==> src/rtl/grid_renderer.sv <==
// grid_renderer: ROWS x COLS cell-map pixel renderer with per-row colour, palette modes,
// a 2-stage pixel pipeline with delay-matched syncs, and a row-sweep clear.
module grid_renderer #(
    parameter int ROWS   = 8,
    parameter int COLS   = 8,
    parameter int ROW_W  = 3,
    parameter int CELL_W = 80,
    parameter int CELL_H = 60
) (
    input  logic             clk,
    input  logic             reset,
    input  logic             h_sync_in,
    input  logic             v_sync_in,
    input  logic             inDisplayArea,
    input  logic [9:0]       CounterX,
    input  logic [9:0]       CounterY,
    input  logic             wr_en,
    input  logic [ROW_W-1:0] wr_row,
    input  logic [COLS-1:0]  wr_data,
    input  logic [1:0]       wr_color,
    input  logic             clr,
    input  logic [1:0]       colorschm,
    output logic             busy,
    output logic             vga_h_sync,
    output logic             vga_v_sync,
    output logic [2:0]       vga_r,
    output logic [2:0]       vga_g,
    output logic [1:0]       vga_b
);
    typedef enum logic {IDLE, SWEEP} state_t;
    state_t           state_q, state_d;
    logic [ROW_W-1:0] ptr_q, ptr_d;
    logic             busy_q, busy_d;
    logic [COLS-1:0]  cell_q [ROWS];
    logic [COLS-1:0]  cell_d [ROWS];
    logic [1:0]       color_q [ROWS];
    logic [1:0]       color_d [ROWS];
    logic [3:0]       col_q, col_d, srow_q, srow_d;
    logic             in_grid_q, in_grid_d;
    logic             hs1_q, hs1_d, vs1_q, vs1_d, hs2_q, hs2_d, vs2_q, vs2_d;
    logic [7:0]       rgb_q, rgb_d;
    logic [9:0]       col_full, srow_full;
    logic [3:0]       ridx, cidx;
    logic             lit;
    logic [1:0]       row_color, pal_idx;

    assign col_full  = CounterX / 10'(CELL_W);
    assign srow_full = CounterY / 10'(CELL_H);

    always_comb begin
        col_d     = col_full[3:0];
        srow_d    = srow_full[3:0];
        in_grid_d = inDisplayArea && (col_full < 10'(COLS)) && (srow_full < 10'(ROWS));
        hs1_d     = h_sync_in;
        vs1_d     = v_sync_in;
        hs2_d     = hs1_q;
        vs2_d     = vs1_q;
        ridx      = 4'(ROWS - 1) - srow_q;
        cidx      = 4'(COLS - 1) - col_q;
        lit       = 1'b0;
        row_color = 2'd0;
        for (int r = 0; r < ROWS; r++)
            if (ridx == 4'(r)) begin
                row_color = color_q[r];
                for (int c = 0; c < COLS; c++)
                    if (cidx == 4'(c)) lit = cell_q[r][c];
            end
        // non-zero scheme forces one palette entry; 00 uses the row's stored index
        pal_idx = (colorschm == 2'd0) ? row_color : colorschm;
        rgb_d   = !(lit && in_grid_q) ? 8'h00 :
                  (pal_idx == 2'd0)   ? 8'hFF :
                  (pal_idx == 2'd1)   ? 8'h1C :
                  (pal_idx == 2'd2)   ? 8'hE0 : 8'h03;
    end

    always_comb begin
        state_d = state_q;
        ptr_d   = ptr_q;
        busy_d  = busy_q;
        cell_d  = cell_q;
        color_d = color_q;
        if (state_q == SWEEP)
            for (int r = 0; r < ROWS; r++)
                if (ptr_q == ROW_W'(r)) begin
                    cell_d[r]  = '0;
                    color_d[r] = 2'd0;
                end
        if (clr) begin
            state_d = SWEEP;
            ptr_d   = ROW_W'(ROWS - 1);
            busy_d  = 1'b1;
        end else if (state_q == SWEEP) begin
            ptr_d = ptr_q - 1'b1;
            if (ptr_q == '0) begin
                state_d = IDLE;
                busy_d  = 1'b0;
            end
        end else if (wr_en) begin
            for (int r = 0; r < ROWS; r++)
                if (wr_row == ROW_W'(r)) begin
                    cell_d[r]  = wr_data;
                    color_d[r] = wr_color;
                end
        end
    end

    always_ff @(posedge clk or negedge reset) begin
        if (!reset) begin
            state_q   <= IDLE;
            ptr_q     <= '0;
            busy_q    <= 1'b0;
            cell_q    <= '{default: '0};
            color_q   <= '{default: '0};
            col_q     <= '0;
            srow_q    <= '0;
            in_grid_q <= 1'b0;
            hs1_q     <= 1'b1;
            vs1_q     <= 1'b1;
            hs2_q     <= 1'b1;
            vs2_q     <= 1'b1;
            rgb_q     <= 8'h00;
        end else begin
            state_q   <= state_d;
            ptr_q     <= ptr_d;
            busy_q    <= busy_d;
            cell_q    <= cell_d;
            color_q   <= color_d;
            col_q     <= col_d;
            srow_q    <= srow_d;
            in_grid_q <= in_grid_d;
            hs1_q     <= hs1_d;
            vs1_q     <= vs1_d;
            hs2_q     <= hs2_d;
            vs2_q     <= vs2_d;
            rgb_q     <= rgb_d;
        end
    end

    assign busy                  = busy_q;
    assign vga_h_sync            = hs2_q;
    assign vga_v_sync            = vs2_q;
    assign {vga_r, vga_g, vga_b} = rgb_q;
endmodule

==> config.mk <==
export PLATFORM = sky130hd
export DESIGN_NAME = grid_renderer
export DESIGN_NICKNAME = d
export VERILOG_FILES = /design/src/rtl/grid_renderer.sv
export SDC_FILE = /design/constraint.sdc
export NUM_CORES = 1
export LEC_CHECK = 0
export CAP_MARGIN = 15
export CORE_MARGIN = 1.5
export CORE_UTILIZATION = 50
export CTS_BUF_LIST = sky130_fd_sc_hd__clkbuf_16
export DETAILED_ROUTE_END_ITERATION = 10
export HOLD_SLACK_MARGIN = 0.1
export PLACE_DENSITY = 0.71
export SYNTH_ARGS = -nofsm -noshare
export SYNTH_HDL_FRONTEND = slang
export SYNTH_SLANG_ARGS = --single-unit
==> constraint.sdc <==
create_clock -name clk -period 2.6 [get_ports clk]
set_input_delay 0.39 -clock clk [delete_from_list [all_inputs] [get_ports clk]]
set_output_delay 0.39 -clock clk [all_outputs]
set_load 0.02 [all_outputs]
[Word-level counts from Yosys, hierarchy flattened]
Cells that the tools add are included.
Word-level totals
  bits in registers: 106
  bits of input ports: 42
  output and inout port bits: 11
  logic and storage cells: 209
Operators by class
  add/subtract/negate cells: 3
  divide/modulo/power cells: 2
  $lt $le $gt $ge: 2
  eq/ne operators: 30
  muxes and demuxes: 133
  reduce and logical (&&, ||, !) cells: 12
Operators with widths (number)
  two-way mux 64 bit: 4
  two-way mux 8 bit: 20
  two-way mux 1 bit: 78
  two-way mux 16 bit: 4
  two-way mux 2 bit: 25
  equality test 4 x 3 -> 1 bit (second input constant): 8
  equality test 3 bit (second input constant): 8
  < comparator 10 x 4 -> 1 bit (second input constant): 2
  equality test 4 x 2 -> 1 bit (second input constant): 4
  equality test 3 x 2 -> 1 bit (second input constant): 4
  divider 10 x 6 -> 10 bit (second input constant): 1
  divider 10 x 7 -> 10 bit (second input constant): 1
  equality test 4 x 1 -> 1 bit (second input constant): 2
  logical NOT 4 bit: 2
  subtractor 3 x 4 -> 4 bit (first input constant): 2
  equality test 3 x 1 -> 1 bit (second input constant): 2
  logical NOT 3 bit: 2
  two-way mux 3 bit: 2
  logical NOT 2 bit: 2
  nonzero test 2 bit: 2
  logical AND 1 bit: 3
  subtractor 3 x 1 -> 3 bit (second input constant): 1
  equality test 2 x 1 -> 1 bit (second input constant): 1
  equality test 2 bit (second input constant): 1
  AND reduction 2 bit: 1

[Longest topological paths before layout]
  depth after elaboration: 76
  gate-level depth with buffers: 10

[Worst setup path before layout]
No wires, ideal clock.
  path type: register -> register
  start: register col_q[0]
  end: register rgb_q[4]
  library setup time: 0.127 ns
  data arrival time: 1.793 ns
  path slack: 0.680 ns
  cell stages (with the launch flop): 10
  path buffers: 2
  period minus slack after synthesis: 1.920 ns
  cells stage by stage: dfrtp_1 buf_6 buf_6 mux2_1 o221ai_1 o21ai_1 a32oi_1 a31oi_1 a211oi_2 nor2_1
On the way
  longest elaborated chain between the ends: 76
Ends and longest elaborated chain
  start: declaration: line 38  | logic [3:0] col_q, col_d, srow_q, srow_d;
  start signal: assignment: line 128  | col_q <= col_d;
  subtractor 3 x 4 -> 4 bit (*): line 59  | cidx = 4'(COLS - 1) - col_q;
  logical NOT 4 bit: line 66  | if (cidx == 4'(c)) lit = cell_q[r][c];
  two-way mux 1 bit (8 in a row): line 66
  two-way mux 1 bit: line 63  | if (ridx == 4'(r)) begin
  two-way mux 1 bit (8 in a row): line 66
  two-way mux 1 bit: line 63
  two-way mux 1 bit (8 in a row): line 66
  two-way mux 1 bit: line 63
  [18 not listed]
  two-way mux 1 bit (8 in a row): line 66
  two-way mux 1 bit: line 63
  two-way mux 1 bit (8 in a row): line 66
  two-way mux 1 bit: line 63
  two-way mux 1 bit (8 in a row): line 66
  two-way mux 1 bit (*): line 63
  logical AND 1 bit (*): line 70  | rgb_d = !(lit && in_grid_q) ? 8'h00 :
  two-way mux 8 bit (*): line 70
  end signal: assignment: line 135  | rgb_q <= rgb_d;
  end: declaration: line 41  | logic [7:0] rgb_q, rgb_d;
Every way passes the cells marked *; elsewhere a longest branch is shown, timed or not.
A chain may end at the register's enable or synchronous reset.

[Worst setup path in the final report]
  start: register col_q[1]
  end: register rgb_q[4]
Same word-level chain as after synthesis.

==> flow_metrics.env <==
export IMPL_numCtsBuffers=9
export IMPL_cts_max_path_buffers=2
export IMPL_ys_flop_type="dfrtp_1"
export IMPL_clkTransAtPathRegs_ns=0.07
export IMPL_n_antenna_cell=0
export IMPL_fin_skew_ns=0.00808
export IMPL_routed_wl_microns=14500
export IMPL_finalPower_uw=3680
export IMPL_ant_nets=0
export IMPL_p_leak_uw=0.00297
export IMPL_maxCapViolations=0
export IMPL_crit_arrival_ns=2.60
export IMPL_viasPerCell=5.93
export IMPL_via_count=4812
export IMPL_grt_antenna_before_repair=0
export IMPL_synth_net_count=691
export IMPL_cts_hold_buffers=0
export IMPL_drc=0
export IMPL_yosysWarnings=0
export IMPL_cts_tree="done"
export IMPL_finalSetupTns_ns=0
export IMPL_fmax_ghz=0.420
export IMPL_ys_seq_elements=101
export IMPL_worst_ep_required_time_ns=2.82
export IMPL_slew_violations=0
export IMPL_core_rowCount=38
export IMPL_core_sq_um=10800
export IMPL_period_share=0.916
export IMPL_clk_root_buffer_cell="clkbuf_16"
export IMPL_drt_pass1_iterations=5
export IMPL_utilization=0.584
export IMPL_grt_pass1_wl_microns=23600
export IMPL_overflow=0
export IMPL_htreeDepth=3
export IMPL_setup_viol=0
export IMPL_grt_pass1_vias=4590
export IMPL_ir_drop_uv=319
export IMPL_area_growth_pct=13.6
export IMPL_cts_sinks=101
export IMPL_post_cts_setup_buffer_count=0
export IMPL_finalHoldViolCount=0
export IMPL_worstMarginPinSlew_ns=0.733
export IMPL_cts_resized=0
export IMPL_outcome="completed"
export IMPL_wire_per_inst_microns=17.9
export IMPL_initial_core_util=0.514
export IMPL_design_area_sq_um=6330
export IMPL_synth_edf_count=0
export IMPL_insertion_delay_ns=0.35
export IMPL_drive_gt1_frac=0.0804
export IMPL_rsz0062_at_grt="no"
export IMPL_die_x_microns=109
export IMPL_crit_fanout=14
export IMPL_place_area_sq_um=6050
export IMPL_synth_distinct_cells=65
export IMPL_post_route_min_period_ns=2.38
export IMPL_initialDrtViolationCount=369
export IMPL_cp_start_kind="register"
export IMPL_p_per_area_nw_per_um2=581
export IMPL_io_buffers=46
export IMPL_final_fill_count=959
export IMPL_syn_cell_area_sq_um=5570
export IMPL_hpwlAfterDp_microns=10100
export IMPL_critPathKind="register to register"
export IMPL_place_congestion=0.916
export IMPL_design_die_area_sq_um=11800
export IMPL_ios=53
export IMPL_end_kind="register"
export IMPL_seq_area_frac_synth=0.454
export IMPL_synthArstFlopShare=1.00
export IMPL_nets=716
export IMPL_slew_headroom=0.511
export IMPL_grt_usage=0.264
export IMPL_grt_max_degree=58
export IMPL_die_h_microns=109
export IMPL_synthCells=642
export IMPL_worstHoldPathType="primary input to asynchronous set/reset pin"
export IMPL_syn_area_per_cell_sq_um=8.68
final timing paths:
path                          start    endpoint  slack (ns)  depth (start not counted)
min in group clk              hs1_q  vga_h_sync        0.36                          0
min                           reset    ptr_q[1]        0.11                          1
max reg2reg                col_q[1]    rgb_q[4]        0.22                          8
max                        col_q[1]    rgb_q[4]        0.22                          8
min reg2reg                   hs1_q  vga_h_sync        0.36                          0
max in group asynchronous     reset    rgb_q[6]        1.77                          2
cells in the final DEF, fill, tap and decap left out, types with 4 or more instances in the layout:
master             n
dfstp_2            4
inv_1             11
clkbuf_16          9
nand2b_1          12
a22oi_1            7
nand2_1          192
buf_4             13
mux2_2             5
nor2_1            20
nor2b_1            8
nand3_1           71
clkdlybuf4s50_1   45
o21bai_1           4
and2b_1            7
nor3_1             5
mux2i_1            8
ha_1               7
o22ai_1            4
nand3b_1           4
and2_1             6
o21ai_0           37
mux4_2             5
a21oi_1           16
dfrtp_1           97
a2bb2oi_1          4
layout make-up:
type | instances | area (sq um) | area share
clock buffer | 9 | 225 | 0.0356
tap | 140 | 175 | 0.0277
timing repair buffer | 60 | 588 | 0.0929
multi-input combinational | 485 | 2720 | 0.430
inverter | 10 | 37.5 | 0.00593
clock inverter | 7 | 52.6 | 0.00830
sequential | 101 | 2530 | 0.400
registers in the layout (all words and copies together), names as in the netlist:
register,flops
vga_v_sync,1
busy,1
col_q,4
vs1_q,1
color_q,16
srow_q,4
in_grid_q,1
vga_h_sync,1
state_q,1
hs1_q,1
rgb_q,3
cell_q,64
ptr_q,3
critical path: stages (launching register included):
cell and delay (ns):
dfrtp_1 0.71, buf_4 0.28, and2b_1 0.16, a22oi_1 0.09, o31ai_1 0.32, a41o_1 0.19, a211oi_1 0.07, a211oi_2 0.35
nor2_1 0.09
stage by stage:
step | hold WS [ns] | setup slack, ns | std cells
finish | 0.108 | 0.219 | 812
global route | 0.169 | 0.0976 | 812
CTS | 0.132 | 0.238 | 812
detailed placement | 0.348 | 0.245 | 796
global placement | 0.346 | 0.333 | 796
floorplan | 0.0944 | 0.680 | 642
kinds of logic after synthesis:
family / Yosys count / synth area share
buf+inv: 56 / 0.0575
flops: 101 / 0.454
fa+ha+maj: 10 / 0.0211
xor+xnor: 4 / 0.00629
mux: 21 / 0.0507
compound gates: 108 / 0.130
simple gates: 342 / 0.280
routing by layer:
layer	wire [microns]	up-vias	track usage
li1	-	2248	-
met3	1130	21	0.0542
met2	6970	219	0.432
met1	6170	2324	0.362
met5	0	-	0
met4	226	0	0.0555
synthesized netlist by cell type, types with 5 or more instances:
library cell  count  area share
nand2_1         192        0.13
dfrtp_1          97        0.44
nand3_1          71       0.064
o21ai_0          37       0.033
nor2_1           20       0.013
buf_4            19       0.026
clkbuf_1         19       0.013
a21oi_1          16       0.014
nand2b_1         12       0.013
inv_1            10      0.0067
mux2i_1           8       0.014
nor2b_1           8      0.0090
a22oi_1           7      0.0094
and2b_1           7      0.0094
ha_1              7       0.016
and2_1            6      0.0067
mux2_2            5       0.010
mux4_2            5       0.020
nor3_1            5      0.0045
where the power goes:
| group | leakage (uW) | internal [uW] | switching, uW |
|---|---|---|---|
| Clock | 0.000135 | 654 | 610 |
| Sequential | 0.00134 | 1690 | 105 |
| Combinational | 0.00149 | 266 | 351 |
| Total | 0.00297 | 2610 | 1070 |
(Power assumes the default switching activity.)
